## src/rtl/pong_match_sequencer.sv

```systemverilog
// Match-level sequencer for pong: serve arbitration, point counting,
// winner detection and match restart. Drives game_state for the paddle
// and ball logic and issues the serve launch pulse to the ball engine.
module pong_match_sequencer #(
    parameter logic [3:0] WIN_SCORE     = 4'd7,
    parameter logic [7:0] HOLDOFF_TICKS = 8'd30,
    parameter logic [9:0] SERVE_TIMEOUT = 10'd300
) (
    input  logic       clk,
    input  logic       reset,
    input  logic       frame_tick,
    input  logic       p1_serve_btn,
    input  logic       p2_serve_btn,
    input  logic       miss_left,
    input  logic       miss_right,
    input  logic       restart,
    output logic [1:0] game_state,
    output logic       serve_launch,
    output logic       serve_dir,
    output logic [3:0] p1_score,
    output logic [3:0] p2_score,
    output logic [1:0] winner
);

    localparam int unsigned CNT_W   = 10;
    localparam int unsigned SCORE_W = 4;

    localparam logic [CNT_W-1:0]   HOLDOFF_CNT = CNT_W'(HOLDOFF_TICKS);
    localparam logic [SCORE_W-1:0] SCORE_MAX   = 4'd15;

    localparam logic [1:0] WIN_NONE = 2'd0;
    localparam logic [1:0] WIN_P1   = 2'd1;
    localparam logic [1:0] WIN_P2   = 2'd2;

    localparam logic SERVER_P1 = 1'b0;
    localparam logic SERVER_P2 = 1'b1;

    typedef enum logic [1:0] {
        ST_P1_SERVE = 2'd0,
        ST_P2_SERVE = 2'd1,
        ST_PLAYING  = 2'd2,
        ST_DONE     = 2'd3
    } state_t;

    state_t             state;
    logic [CNT_W-1:0]   serve_cnt;
    logic               p1_prev;
    logic               p2_prev;
    logic               last_server;

    logic               p1_press;
    logic               p2_press;
    logic               holdoff_met;
    logic               timeout_hit;
    logic [SCORE_W-1:0] p1_inc;
    logic [SCORE_W-1:0] p2_inc;

    assign game_state = state;

    // Rising-edge press detection, hold-off / auto-serve conditions and saturating score increments.
    always_comb begin
        p1_press    = p1_serve_btn & ~p1_prev;
        p2_press    = p2_serve_btn & ~p2_prev;
        holdoff_met = (serve_cnt >= HOLDOFF_CNT);
        timeout_hit = frame_tick && (CNT_W'(serve_cnt + CNT_W'(1)) == SERVE_TIMEOUT);
        p1_inc      = (p1_score == SCORE_MAX) ? SCORE_MAX : SCORE_W'(p1_score + SCORE_W'(1));
        p2_inc      = (p2_score == SCORE_MAX) ? SCORE_MAX : SCORE_W'(p2_score + SCORE_W'(1));
    end

    // Match FSM with registered outputs; restart takes priority over any in-flight event.
    always_ff @(posedge clk or negedge reset) begin
        if (!reset) begin
            state        <= ST_P1_SERVE;
            serve_cnt    <= '0;
            p1_prev      <= 1'b0;
            p2_prev      <= 1'b0;
            last_server  <= SERVER_P1;
            serve_launch <= 1'b0;
            serve_dir    <= 1'b0;
            p1_score     <= '0;
            p2_score     <= '0;
            winner       <= WIN_NONE;
        end else begin
            p1_prev      <= p1_serve_btn;
            p2_prev      <= p2_serve_btn;
            serve_launch <= 1'b0;

            if (restart) begin
                p1_score  <= '0;
                p2_score  <= '0;
                winner    <= WIN_NONE;
                serve_cnt <= '0;
                if (state == ST_DONE && winner == WIN_P1) begin
                    state <= ST_P2_SERVE;
                end else begin
                    state <= ST_P1_SERVE;
                end
            end else begin
                case (state)
                    ST_P1_SERVE: begin
                        if ((p1_press && holdoff_met) || timeout_hit) begin
                            state        <= ST_PLAYING;
                            serve_launch <= 1'b1;
                            serve_dir    <= 1'b0;
                            last_server  <= SERVER_P1;
                        end else if (frame_tick && serve_cnt != SERVE_TIMEOUT) begin
                            serve_cnt <= CNT_W'(serve_cnt + CNT_W'(1));
                        end
                    end

                    ST_P2_SERVE: begin
                        if ((p2_press && holdoff_met) || timeout_hit) begin
                            state        <= ST_PLAYING;
                            serve_launch <= 1'b1;
                            serve_dir    <= 1'b1;
                            last_server  <= SERVER_P2;
                        end else if (frame_tick && serve_cnt != SERVE_TIMEOUT) begin
                            serve_cnt <= CNT_W'(serve_cnt + CNT_W'(1));
                        end
                    end

                    ST_PLAYING: begin
                        if (miss_left && miss_right) begin
                            // Double miss is a let: replay the serve of whoever served last.
                            serve_cnt <= '0;
                            state     <= (last_server == SERVER_P2) ? ST_P2_SERVE : ST_P1_SERVE;
                        end else if (miss_left) begin
                            p2_score  <= p2_inc;
                            serve_cnt <= '0;
                            if (p2_inc == WIN_SCORE) begin
                                state  <= ST_DONE;
                                winner <= WIN_P2;
                            end else begin
                                state <= ST_P1_SERVE;
                            end
                        end else if (miss_right) begin
                            p1_score  <= p1_inc;
                            serve_cnt <= '0;
                            if (p1_inc == WIN_SCORE) begin
                                state  <= ST_DONE;
                                winner <= WIN_P1;
                            end else begin
                                state <= ST_P2_SERVE;
                            end
                        end
                    end

                    ST_DONE: begin
                        state <= ST_DONE;
                    end

                    default: begin
                        state <= ST_P1_SERVE;
                    end
                endcase
            end
        end
    end

endmodule

```

## config.mk

```make
export PLATFORM = sky130hd
export DESIGN_NAME = pong_match_sequencer
export DESIGN_NICKNAME = d
export VERILOG_FILES = /design/src/rtl/pong_match_sequencer.sv
export SDC_FILE = /design/constraint.sdc
export NUM_CORES = 1
export LEC_CHECK = 0
export CORE_UTILIZATION = 35
export CTS_CLUSTER_SIZE = 12
export DETAILED_ROUTE_END_ITERATION = 6
export GPL_TIMING_DRIVEN = 0
export PLACE_DENSITY = 0.6
export SKIP_CTS_REPAIR_TIMING = 1
export SKIP_LAST_GASP = 1
export SLEW_MARGIN = 5
export SYNTH_ARGS = -nofsm -noshare
export SYNTH_HDL_FRONTEND = slang
export SYNTH_SLANG_ARGS = --single-unit
export TNS_END_PERCENT = 30
```

## constraint.sdc

```tcl
create_clock -name clk -period 2.5 [get_ports clk]
set_clock_uncertainty 0.15 [all_clocks]
set_input_delay 0.25 -clock clk [delete_from_list [all_inputs] [get_ports clk]]
set_output_delay 0.25 -clock clk [all_outputs]
set_load 0.01 [all_outputs]
```

==> results of run 1 <==
cell type report:
cell class	instances	area, um2	area share (%)
well taps	54	67.6	3.27
multi-input cells	148	980	47.4
clock buffers	3	41.3	2.00
plain buffers	9	50.0	2.42
clock inverters	1	30.0	1.45
inverters	11	41.3	2.00
flip-flops and latches	26	653	31.6
repair buffers	21	205	9.92
report_power, final:
part           internal [mW]  switching, mW  leakage (nW)
Sequential             0.425        0.00486         0.349
Clock                  0.214          0.138        0.0357
Combinational         0.0234         0.0417         0.478
Total                  0.663          0.184         0.863
flip-flops by register name, summed over array words and instances (netlist names):
name / cells
p1_score: 4
last_server: 1
p1_prev: 1
serve_cnt: 10
p2_score: 4
game_state: 2
p2_prev: 1
serve_launch: 1
winner: 2
cell families after synthesis:
| kind of cell | count (synthesis) |
|---|---|
| xor+xnor | 5 |
| fa+ha+maj | 6 |
| simple gates | 77 |
| compound gates | 59 |
| buf+inv | 20 |
| flops | 26 |
| mux | 1 |
layer usage:
metal  GRT usage (%)  routed length, um  vias up
met5               0                  0        -
met4            4.58                 46        0
met2            28.0               1950       52
met3            2.39                206        5
met1            24.2               2040      772
li1                -                  -      782
worst min path at each step:
stage	to	slack, ns	cells after the start
floorplan	game_state[0]	-0.20	0
global placement	p1_score[0]	0.40	1
detailed placement	last_server	0.40	2
CTS	p1_prev	0.30	1
global route	p1_prev	0.28	1
finish	p1_prev	0.29	1
worst max-delay path, delay by kind of cell (launching register included):
kind,cells,cell delay (ns)
compound gates,4,0.99
buf+inv,2,0.30
simple gates,2,0.46
flops,1,0.34
layout by cell type (no fill, tap or decap), drive strengths merged, types with 6 or more instances in the layout:
| master | synthesis | routed |
|---|---|---|
| dfrtp | 26 | 26 |
| nor2 | 17 | 17 |
| o21ai | 16 | 16 |
| ha | 6 | 6 |
| a31oi | 10 | 10 |
| nand3 | 11 | 11 |
| clkbuf | 5 | 8 |
| nor3 | 6 | 6 |
| and3 | 8 | 8 |
| a21oi | 7 | 7 |
| clkdlybuf4s50 | 0 | 19 |
| inv | 11 | 11 |
| nand2 | 9 | 9 |
per-stage QoR:
step | instances | power, mW | instance area (um2) | util [%] | worst slack (ns)
after global routing | 273 | 0.886 | 2070 | 44.1 | 0.00735
after floorplan | 194 | 0.469 | 1710 | - | 0.280
after CTS | 272 | 0.860 | 2040 | 43.6 | -0.0533
after global placement | 268 | 0.502 | 1970 | 42.1 | -0.0336
after detailed placement | 268 | 0.502 | 1970 | 42.1 | -0.0195
final | 273 | 0.847 | 2070 | 44.1 | 0.146
==> results_dict.tcl, run 1 <==
set metrics [dict create \
    peakVddDrop_mv 0.200 \
    crit_path_start "serve_cnt[2]" \
    io_pins 22 \
    io_buffers 20 \
    hold_path_class "in2reg" \
    dp_hpwl_um 2980 \
    ys_seq_area_share_pct 38.2 \
    endpoint "serve_cnt[3]" \
    track_usage_pct 17.3 \
    initial_utilization_pct 36.3 \
    cp.required_ns 2.52 \
    path_cells "buf_4 > nand3_1 > and3_1 > a21oi_1 > a211o_1 > buf_6 > o2111ai_1 > a32o_1" \
    routed_via_density 5.90 \
    synth_common_cells "dfrtp_1, nor2_1, o21ai_0" \
    worst_hold_slack_ns 0.294 \
    layout-drive-gt1-share_pct 9.59 \
    clockBufferDepth 2 \
    post_drt_wl_per_cell_um 15.5 \
    cts_buffers 3 \
    setup_viol 0 \
    grt_pass1_vias 1490 \
    maxCapViolations 0 \
    tritoncts "yes" \
    clock_latency_ns 0.27 \
    netlist_top_cells_area "dfrtp_1, ha_1, o21ai_0, nor2_1, a31oi_1" \
    synth-compound-area-share_pct 23.8 \
    fmax_ghz 0.425 \
    diodes 0 \
    worstRegToRegCells 8 \
    start_kind "register" \
    p_leak_nw 0.863 \
    syn_inst 194 \
    synth_edf_count 0 \
    syn-cell-area_mm2 0.00171 \
    drt_wl_total_um 4240 \
    yosys_most_used_dff "dfrtp_1" \
    dieArea_mm2 0.00516 \
    p_per_area_mw_per_mm2 410 \
    synth_cell_types 50 \
    vias 1611 \
    critPathMaxStageDelay_ns 0.37 \
    overflow 0 \
    grt_max_degree 27 \
    synthAdderAreaFrac_pct 4.40 \
    clock_sinks 26 \
    synthXorXnorAreaFrac_pct 2.57 \
    synth_top_family_by_area "simple AND/OR/NAND/NOR gates" \
    slew_headroom_pct 59.8 \
    place.gp.congestion 0.893 \
    synth.largest_area_cell "dfrtp_1" \
    syn_to_final_growth_pct 21.3 \
    async_flop_share_pct 100 \
    endpoint_kind "register" \
    synthSimpleGateAreaFrac_pct 25.1 \
    syn_avg_cell_area_um2 8.79 \
    fillerInstances 471 \
    hold_viol 0 \
    fin_setup_tns_ns 0 \
    first_pass_iters 4 \
    cp_max_fo 10 \
    synth.most_common_cell "dfrtp_1" \
    antenna_found_initial 0 \
    rr_startpoint "serve_cnt[2]" \
    cp_slowest_cell "a21oi_1" \
    drt_iter0_drc 129 \
    num_rows 25 \
    r2r_slack_ns 0.15 \
    postRouteAntennaNets 0 \
    outcome "finished, final reports clean" \
    coreArea_mm2 0.00469 \
    rsz0062_at_grt "false" \
    fp.dieW_um 71.8 \
    worst-setup-path-type "reg2reg" \
    synth_nets 208 \
    yosys_warnings 0 \
    hold_start "p1_serve_btn" \
    final_max_slew_viol_count 0 \
    worst_slew_pin_slew_ns 0.604 \
    fin_nets 234 \
    worstReg2RegEnd "serve_cnt[3]" \
    path_clk_slew_ns 0.09 \
    synthMuxAreaShare_pct 0.587 \
    period_share_pct 94.2 \
    grt_pass1_wl_um 7040 \
    die_h_um 71.8 \
    yosysTopAreaCellShare_pct 38.2 \
    route.detailed.drc 0 \
    yosys_register_bits 26 \
    arrival_ns 2.37 \
    h-tree-depth 1 \
    fin_crit_ns 2.35 \
    root_buffer "clkbuf_8" \
]
Power figures use the tool's default switching activity.
==> inputs of run 2 (changes only) <==
--- a/config.mk
+++ b/config.mk
@@ -10,6 +10,7 @@
 export DETAILED_ROUTE_END_ITERATION = 6
 export GPL_TIMING_DRIVEN = 0
 export PLACE_DENSITY = 0.6
+export REMOVE_ABC_BUFFERS = 1
 export SKIP_CTS_REPAIR_TIMING = 1
 export SKIP_LAST_GASP = 1
 export SLEW_MARGIN = 5
==> results_dict.tcl, run 2 (synthesized netlist as in run 1, its figures left out) <==
set metrics [dict create \
    fmax_ghz 0.418 \
    maxCapViolations 0 \
    peakVddDrop_mv 0.192 \
    die_h_um 71.8 \
    p_per_area_mw_per_mm2 381 \
    power.share.clock_pct 35.5 \
    mostFrequentLayoutCells "dfrtp_1, clkdlybuf4s50_1, nor2_1" \
    largest_reg_flops 10 \
    r2r_slack_ns 0.11 \
    io_buffers 21 \
    worstReg2RegEnd "serve_cnt[3]" \
    drt_iter0_drc 115 \
    switching_power_uw 178 \
    diodes 0 \
    switching_share_pct 23.2 \
    worstRegToRegCells 7 \
    grt_pass1_wl_um 6790 \
    final_common_cell "dfrtp_1" \
    dieArea_mm2 0.00516 \
    postRouteAntennaNets 0 \
    arrival_ns 2.41 \
    busiest_layer "met2" \
    endpoint_kind "register" \
    final_max_slew_viol_count 0 \
    p_leak_nw 0.832 \
    clockBufferDepth 2 \
    internal_power_uw 590 \
    top_regs "serve_cnt x10, p1_score x4, p2_score x4" \
    cp_slowest_cell "dfrtp_2" \
    rsz0062_at_grt "true" \
    path_clk_slew_ns 0.09 \
    routed_via_density 5.75 \
    clock_sinks 26 \
    endpoint "serve_cnt[3]" \
    fp.dieW_um 71.8 \
    post_drt_wl_per_cell_um 15.0 \
    start_kind "register" \
    worst-setup-path-type "reg2reg" \
    h-tree-depth 1 \
    layout-drive-gt1-share_pct 9.00 \
    syn_to_final_growth_pct 18.2 \
    placed_area_mm2 0.00193 \
    track_usage_pct 16.5 \
    fin_nets 226 \
    rr_startpoint "serve_cnt[1]" \
    grt_pass1_vias 1404 \
    worst_slew_pin_slew_ns 0.737 \
    root_buffer "clkbuf_8" \
    route.detailed.drc 0 \
    use_met2_pct 25.7 \
    p_comb_share_pct 8.3 \
    io_pins 22 \
    critPathMaxStageDelay_ns 0.45 \
    fin_ws_ns 0.109 \
    worst_hold_slack_ns 0.294 \
    grtUsageMet1_pct 23.9 \
    cp.depth 7 \
    vias 1525 \
    use_met3_pct 2.95 \
    cp.required_ns 2.51 \
    tritoncts "yes" \
    p_seq_share_pct 56.2 \
    slew_headroom_pct 50.7 \
    top_register "serve_cnt" \
    setup_viol 0 \
    finish.instance_area_mm2 0.00202 \
    clock_latency_ns 0.27 \
    num_rows 25 \
    overflow 0 \
    antenna_found_initial 0 \
    coreArea_mm2 0.00469 \
    hold_viol 0 \
    outcome "finished, final reports clean" \
    total_power_uw 767 \
    cp_max_fo 9 \
    fillerInstances 484 \
    dp_hpwl_um 2810 \
    critPathTopFamily "compound AO/OA/AOI/OAI gates" \
    period_share_pct 95.6 \
    pre_cts_ws_ns -0.264 \
    fin_crit_ns 2.39 \
    hold_path_class "in2reg" \
    drt_wl_total_um 3980 \
    place.gp.congestion 0.857 \
    cts_buffers 3 \
    first_pass_iters 4 \
    initial_utilization_pct 36.3 \
    path_cells "ha_2 > nand2_1 > nor3b_2 > o2bb2a_1 > a211o_2 > and2_4 > a32o_1" \
    crit_path_start "serve_cnt[1]" \
    fin_setup_tns_ns 0 \
    grt_max_degree 27 \
    critPathBufInv 0 \
]
[run 2: worst min-delay path by stage]
stage                     depth (start not counted)            end  slack (ns)         start
after global routing                              1        p1_prev        0.30  p1_serve_btn
final                                             1        p1_prev        0.29  p1_serve_btn
after detailed placement                          2    last_server        0.39   last_server
after global placement                            2    last_server        0.40   last_server
after floorplan                                   0  game_state[0]       -0.20         reset
after CTS                                         1        p1_prev        0.29  p1_serve_btn
[run 2: through the flow]
step,util (%),instances
after global routing,43.0,265
after detailed placement,41.2,260
after global placement,41.2,260
after CTS,42.4,264
final,43.0,265
after floorplan,-,185
[run 2: worst register-to-register path, stage by stage, from the launching register on]
cell and delay, ns:
dfrtp_2 0.45, ha_2 0.28, nand2_1 0.13, nor3b_2 0.22, o2bb2a_1 0.29, a211o_2 0.40
and2_4 0.17, a32o_1 0.19
[run 2: layout make-up]
class | count | area (um2) | area share (%)
inverters | 11 | 41.3 | 2.05
clock buffers | 4 | 55.1 | 2.73
repair buffers | 22 | 215 | 10.7
multi-input cells | 148 | 983 | 48.8
flip-flops and latches | 26 | 653 | 32.4
well taps | 54 | 67.6 | 3.35
[run 2: power by group through the flow]
| stage | Sequential [mW] | Clock, mW | Combinational [mW] |
|---|---|---|---|
| 6_report | 0.431 | 0.273 | 0.0636 |
| 5_1_grt | 0.432 | 0.305 | 0.0723 |
| 4_1_cts | 0.431 | 0.285 | 0.0632 |
| 3_5_place_dp | 0.439 | 0 | 0.0630 |
| 3_3_place_gp | 0.439 | 0 | 0.0636 |
| 2_1_floorplan | 0.437 | 0 | 0.0282 |
[run 2: per-layer routing]
layer  up-vias  wire length [um]
li1        770                 -
met1       729              2010
met2        24              1850
met3         2               105
met4         0                13
met5         -                 0
==> RTL edit 1 (settings of run 1) <==
`SERVE_TIMEOUT`: 10'd300 -> 10'd256.
--- a/src/rtl/pong_match_sequencer.sv
+++ b/src/rtl/pong_match_sequencer.sv
@@ -5,5 +5,5 @@
     parameter logic [3:0] WIN_SCORE     = 4'd7,
     parameter logic [7:0] HOLDOFF_TICKS = 8'd30,
-    parameter logic [9:0] SERVE_TIMEOUT = 10'd300
+    parameter logic [9:0] SERVE_TIMEOUT = 10'd256
 ) (
     input  logic       clk,
Check against the original RTL: no difference found for any inputs over 10 cycles, from zero or initial values and one cycle with reset low; that may be too few to reach the edited logic, so the function may still have changed.
==> RTL edit 1 against run 1 <==
  * Setup slack got worse by 0.11 ns
  * Area after synthesis increased by 0.15%
  * Final area increased by 2.6%
  * Critical path type unchanged
  * Synthesized cell count decreased by 2.1%
  * Via count decreased by 6.3%
  * Sequential cell count unchanged
  * Global-route usage decreased by 1.4 points
  * Maximum frequency decreased by 4.5%
  * Largest cell class unchanged
  * Wire length decreased by 4.9%
Power is not compared: it rests on default switching activity, and its combinational part moved more than twofold at a synthesized area within 25%.
==> RTL edit 1: results (changes against run 1) <==
- Most instantiated cells after synthesis: 26 x dfrtp_1, 24 x nor2_1, 11 x nand2_1, 11 x nand3_1
- Reg2reg setup slack: 0.04 ns (-0.11 ns)
- RR Startpoint: serve_cnt[1]
- Largest cells by area after synthesis: dfrtp_1 38%, nor2_1 5.3%, ha_1 4.4%
- Crit Reg-Reg Endpoint: serve_cnt[1]
- GR Util All Layers: 15.8% (-1.4 points)
- Max incr delay on CP: 0.48 ns (+0.11 ns)
- Met1 WL: 2.06 mm (+0.98%)
- Hold slack: 0.291 ns (-0.00290 ns)
- Clock buf/inv share: 1.95% (-1.5 points)
- Number of global-route vias before repair: 1,350 (-9.4%)
- Crit path max fanout: 7 (-3)
- Adder-cell area share of the yosys netlist: 4.40% (-0.0064 points)
- Hpwl dp: 2.86 mm (-3.7%)
- WL/cell: 14.0 um (-9.6%)
- Met3 wire len: 70 um (-66%)
- Met3 usage: 2.11% (-0.28 points)
- Seq/Total Area, Yosys: 38.1% (-0.056 points)
- GRT met1 Usage: 22.9% (-1.3 points)
- Share of cells above drive strength 1: 15.0% (+5.4 points)
- Syn avg cell area: 8.99 sq um (+2.3%)
- First-pass GRT wire length: 6.58 mm (-6.6%)
- Post-synthesis xor/xnor area fraction: 3.08% (+0.51 points)
- DR iter-0 viols: 69 (-47%)
- Critical path's slowest cell: dfrtp_2
- Placement Cell Area: 1990 sq um (+0.95%)
- Fillers: 482 (+2.3%)
- Pre-CTS setup slack: -0.178 ns (-0.159 ns)
- Worst reg2reg path depth: 7 (-1)
- Gp weighted congestion: 0.813 (-8.9%)
- Proportion of synthesized area in mux cells: 0.879% (+0.29 points)
- Relative slew slack: 47.2% (-13 points)
- Post-synthesis compound-gate area fraction: 23.6% (-0.25 points)
- WP data arrival: 2.48 ns (+0.11 ns)
- Status: completed
- Unique masters post-synth: 53 (+6.0%)
- Syn nets: 204 (-1.9%)
- Met2 wire length: 1.88 mm (-3.2%)
- Inverters, non-clock: 6 (-5)
## RTL edit 1: worst max path at each step
stage | startpoint | to | slack [ns] | cells after the start
after floorplan | serve_cnt[0] | serve_cnt[1] | 0.07 | 7
after global placement | serve_cnt[0] | serve_cnt[1] | -0.15 | 7
after detailed placement | serve_cnt[0] | serve_cnt[8] | -0.18 | 7
after CTS | serve_cnt[0] | serve_cnt[8] | -0.22 | 7
after global routing | serve_cnt[0] | serve_cnt[2] | -0.03 | 9
final | serve_cnt[1] | serve_cnt[1] | 0.04 | 7
## RTL edit 1: cell families (layout without fill, tap and decap cells)
family / Yosys count / after routing
and+or+nand+nor: 87 / 87
muxes: 1 / 1
DFF: 26 / 26
buffers and inverters: 12 / 42
AOI/OAI and AO/OA: 52 / 52
xor gates and xnor gates: 6 / 6
adders and majority gates: 6 / 6
## RTL edit 1: metrics by stage
step,instances,utilization [%]
floorplan,190,-
global placement,277,42.2
detailed placement,277,42.2
CTS,280,43.0
global route,287,44.9
finish,287,44.9
==> RTL edit 2 (config.mk and constraints of run 1) <==
Made on the original files. Register the output `p1_score` once more, without a reset; this adds one clock of latency there. The other outputs are not delayed to match.
--- a/src/rtl/pong_match_sequencer.sv
+++ b/src/rtl/pong_match_sequencer.sv
@@ -43,4 +43,6 @@
     } state_t;
 
+    logic [3:0] p1_score_s0;
+
     state_t             state;
     logic [CNT_W-1:0]   serve_cnt;
@@ -64,5 +66,5 @@
         holdoff_met = (serve_cnt >= HOLDOFF_CNT);
         timeout_hit = frame_tick && (CNT_W'(serve_cnt + CNT_W'(1)) == SERVE_TIMEOUT);
-        p1_inc      = (p1_score == SCORE_MAX) ? SCORE_MAX : SCORE_W'(p1_score + SCORE_W'(1));
+        p1_inc      = (p1_score_s0 == SCORE_MAX) ? SCORE_MAX : SCORE_W'(p1_score_s0 + SCORE_W'(1));
         p2_inc      = (p2_score == SCORE_MAX) ? SCORE_MAX : SCORE_W'(p2_score + SCORE_W'(1));
     end
@@ -78,5 +80,5 @@
             serve_launch <= 1'b0;
             serve_dir    <= 1'b0;
-            p1_score     <= '0;
+            p1_score_s0  <= '0;
             p2_score     <= '0;
             winner       <= WIN_NONE;
@@ -87,5 +89,5 @@
 
             if (restart) begin
-                p1_score  <= '0;
+                p1_score_s0 <= '0;
                 p2_score  <= '0;
                 winner    <= WIN_NONE;
@@ -135,5 +137,5 @@
                             end
                         end else if (miss_right) begin
-                            p1_score  <= p1_inc;
+                            p1_score_s0 <= p1_inc;
                             serve_cnt <= '0;
                             if (p1_inc == WIN_SCORE) begin
@@ -158,4 +160,8 @@
     end
 
+    always_ff @(posedge clk) begin
+        p1_score <= p1_score_s0;
+    end
+
 endmodule
 
Formal check against the unedited RTL: no difference found for any inputs over 10 cycles, from zero or initial values and one cycle with reset low; that may be too few to reach the edited logic, so the function may still have changed.
==> RTL edit 2 against run 1 <==
  * Power grew 16%
  * Final area grew 9.8%
  * Sequential cell count grew 4
  * Count of clock-buffer cells in the layout grew 3
  * Wire length grew 2.9%
  * Setup slack lost 0.074 ns
  * Area after synthesis grew 8.7%
  * Worst hold slack lost 0.0094 ns
  * Core utilization grew 0.38 points
  * Synthesized cell count grew 4.6%
  * Sequential share of layout area grew 0.65 points
==> RTL edit 2: results (changes against run 1) <==
- Status: completed
- Asr flop ratio synth: 86.7% (-13 points)
- Clock buffer depth: 2 (unchanged)
- NumNets Final: 245 (+4.7%)
- Initial DRT Pass Iterations: 4 (unchanged)
- H-tree Lvls: 2 (+1)
- Share of cells above drive strength 1: 13.8% (+4.2 points)
- Reg with most FFs: serve_cnt
- Antenna violations before repair: 0 (unchanged)
- Clock insertion delay at the later pin of the skew report: 0.29 ns (+0.02 ns)
- Fillers: 528 (+12%)
- Placement Cell Area: 2150 sq um (+9.1%)
- Synth warn: 0 (unchanged)
- Unique masters post-synth: 55 (+10%)
- Syn nets: 217 (+4.3%)
- Final WL: 4.36 mm (+2.9%)
- Lkg Pwr: 0.946 nW (+9.6%)
- DR iter-0 viols: 72 (-44%)
- CTS buffer count: 5 (+2)
- Peak VDD IR: 0.224 mV (+12%)
- Primary FF master, synth: dfrtp_1
- Pre-CTS setup slack: -0.191 ns (-0.171 ns)
- Clk root buf: clkbuf_8
- WP data arrival: 2.46 ns (+0.09 ns)
- First-pass GRT wire length: 7.00 mm (-0.68%)
- N_diodes: 0 (unchanged)
- Most instantiated cells after synthesis: 26 x dfrtp_1, 23 x nor2_1, 14 x nand3_1, 12 x inv_1, 10 x nand2_1
- Max FFs per register: 10 (unchanged)
- Hpwl dp: 3.00 mm (+0.89%)
- Port Buffers: 21 (+5.0%)
- Clk slew on worst S/H paths: 0.07 ns (-0.02 ns)
- Relative slew slack: 54.7% (-5.0 points)
- Min-delay worst type: reg2reg
- Via density: 5.48 (-7.2%)
- Largest cells by area after synthesis: dfrtp_1 35%, nor2_1 4.7%, dfxtp_1 4.3%
- Number of global-route vias before repair: 1,459 (-2.1%)
- Gp weighted congestion: 0.830 (-7.1%)
- Largest net degree at the start of global routing: 27 (unchanged)
- GR Util All Layers: 16.7% (-0.52 points)
- Seq/Total Area, Yosys: 39.4% (+1.3 points)
- Power Internal: 0.000736 W (+11%)
- Crit path max fanout: 7 (-3)
RTL edit 2: cell count changes in the layout (fill, tap and decap cells not counted), sizes merged, moves of 3 or more:
cell | run 1 | this run
o21ai | 16 | 7
nand3 | 11 | 15
nor3 | 6 | 9
o41ai | 0 | 4
a32o | 3 | 0
a31oi | 10 | 5
dfxtp | 0 | 4
nor2 | 17 | 23
a311oi | 1 | 4
clkbuf | 8 | 11
and4 | 3 | 0
buf | 5 | 8
and3 | 8 | 5
RTL edit 2: path summary, 6_finish.rpt:
check	to	depth (start not counted)	slack (ns)	startpoint
min	p1_score[3]	0	0.28	p1_score_s0[3]
max	serve_cnt[8]	8	0.07	serve_cnt[0]
max reg2reg	serve_cnt[8]	8	0.07	serve_cnt[0]
min reg2reg	p1_score[3]	0	0.28	p1_score_s0[3]
max in group asynchronous	serve_cnt[0]	2	1.41	reset
min in group asynchronous	serve_cnt[6]	2	0.35	reset
RTL edit 2: cells by family after synthesis:
group                      synth area share, %
AOI/OAI and AO/OA                         22.6
xor gates and xnor gates                  1.42
adders and majority gates                 4.05
buffers and inverters                     6.21
DFF                                       39.4
muxes                                     1.69
and+or+nand+nor                           24.6
RTL edit 2: layout make-up:
| cell class | instances | area [sq um] | share of cell area, % |
|---|---|---|---|
| Clock inverter | 2 | 12.5 | 0.551 |
| Timing Repair Buffer | 22 | 215 | 9.48 |
| Multi-Input combinational cell | 148 | 1030 | 45.3 |
| Clock buffer | 6 | 82.6 | 3.64 |
| Inverter | 12 | 45.0 | 1.98 |
| Buffer | 12 | 66.3 | 2.92 |
| Tap cell | 70 | 87.6 | 3.86 |
| Sequential cell | 30 | 732 | 32.2 |
RTL edit 2: power groups by stage:
stage | Combinational, W | Sequential [W] | Clock (W)
4_1_cts | 0.0000669 | 0.000495 | 0.000433
6_report | 0.0000682 | 0.000496 | 0.000416
3_5_place_dp | 0.0000666 | 0.000505 | 0
2_1_floorplan | 0.0000328 | 0.000503 | 0
3_3_place_gp | 0.0000662 | 0.000504 | 0
5_1_grt | 0.0000768 | 0.000496 | 0.000457
RTL edit 2: stage by stage:
step,util [%],cells,total power (W)
2_1_floorplan,-,203,0.000536
3_3_place_gp,42.1,294,0.000570
3_5_place_dp,42.1,294,0.000571
4_1_cts,44.0,302,0.000995
5_1_grt,44.5,302,0.00103
6_report,44.5,302,0.000981
RTL edit 2: per-layer routing:
layer	global-route usage (%)	share of wire, %
met5	0	0
met4	7.76	0.78
met3	4.69	3.9
met2	24.5	46
met1	22.8	49
RTL edit 2: worst max-delay path: stages, from the launching register on:
cell       delay [ns]
dfrtp_2          0.42
inv_1            0.10
ha_1             0.21
o2111ai_2        0.26
nand3_2          0.14
and2_4           0.17
buf_6            0.12
o31a_4           0.38
a221o_1          0.35
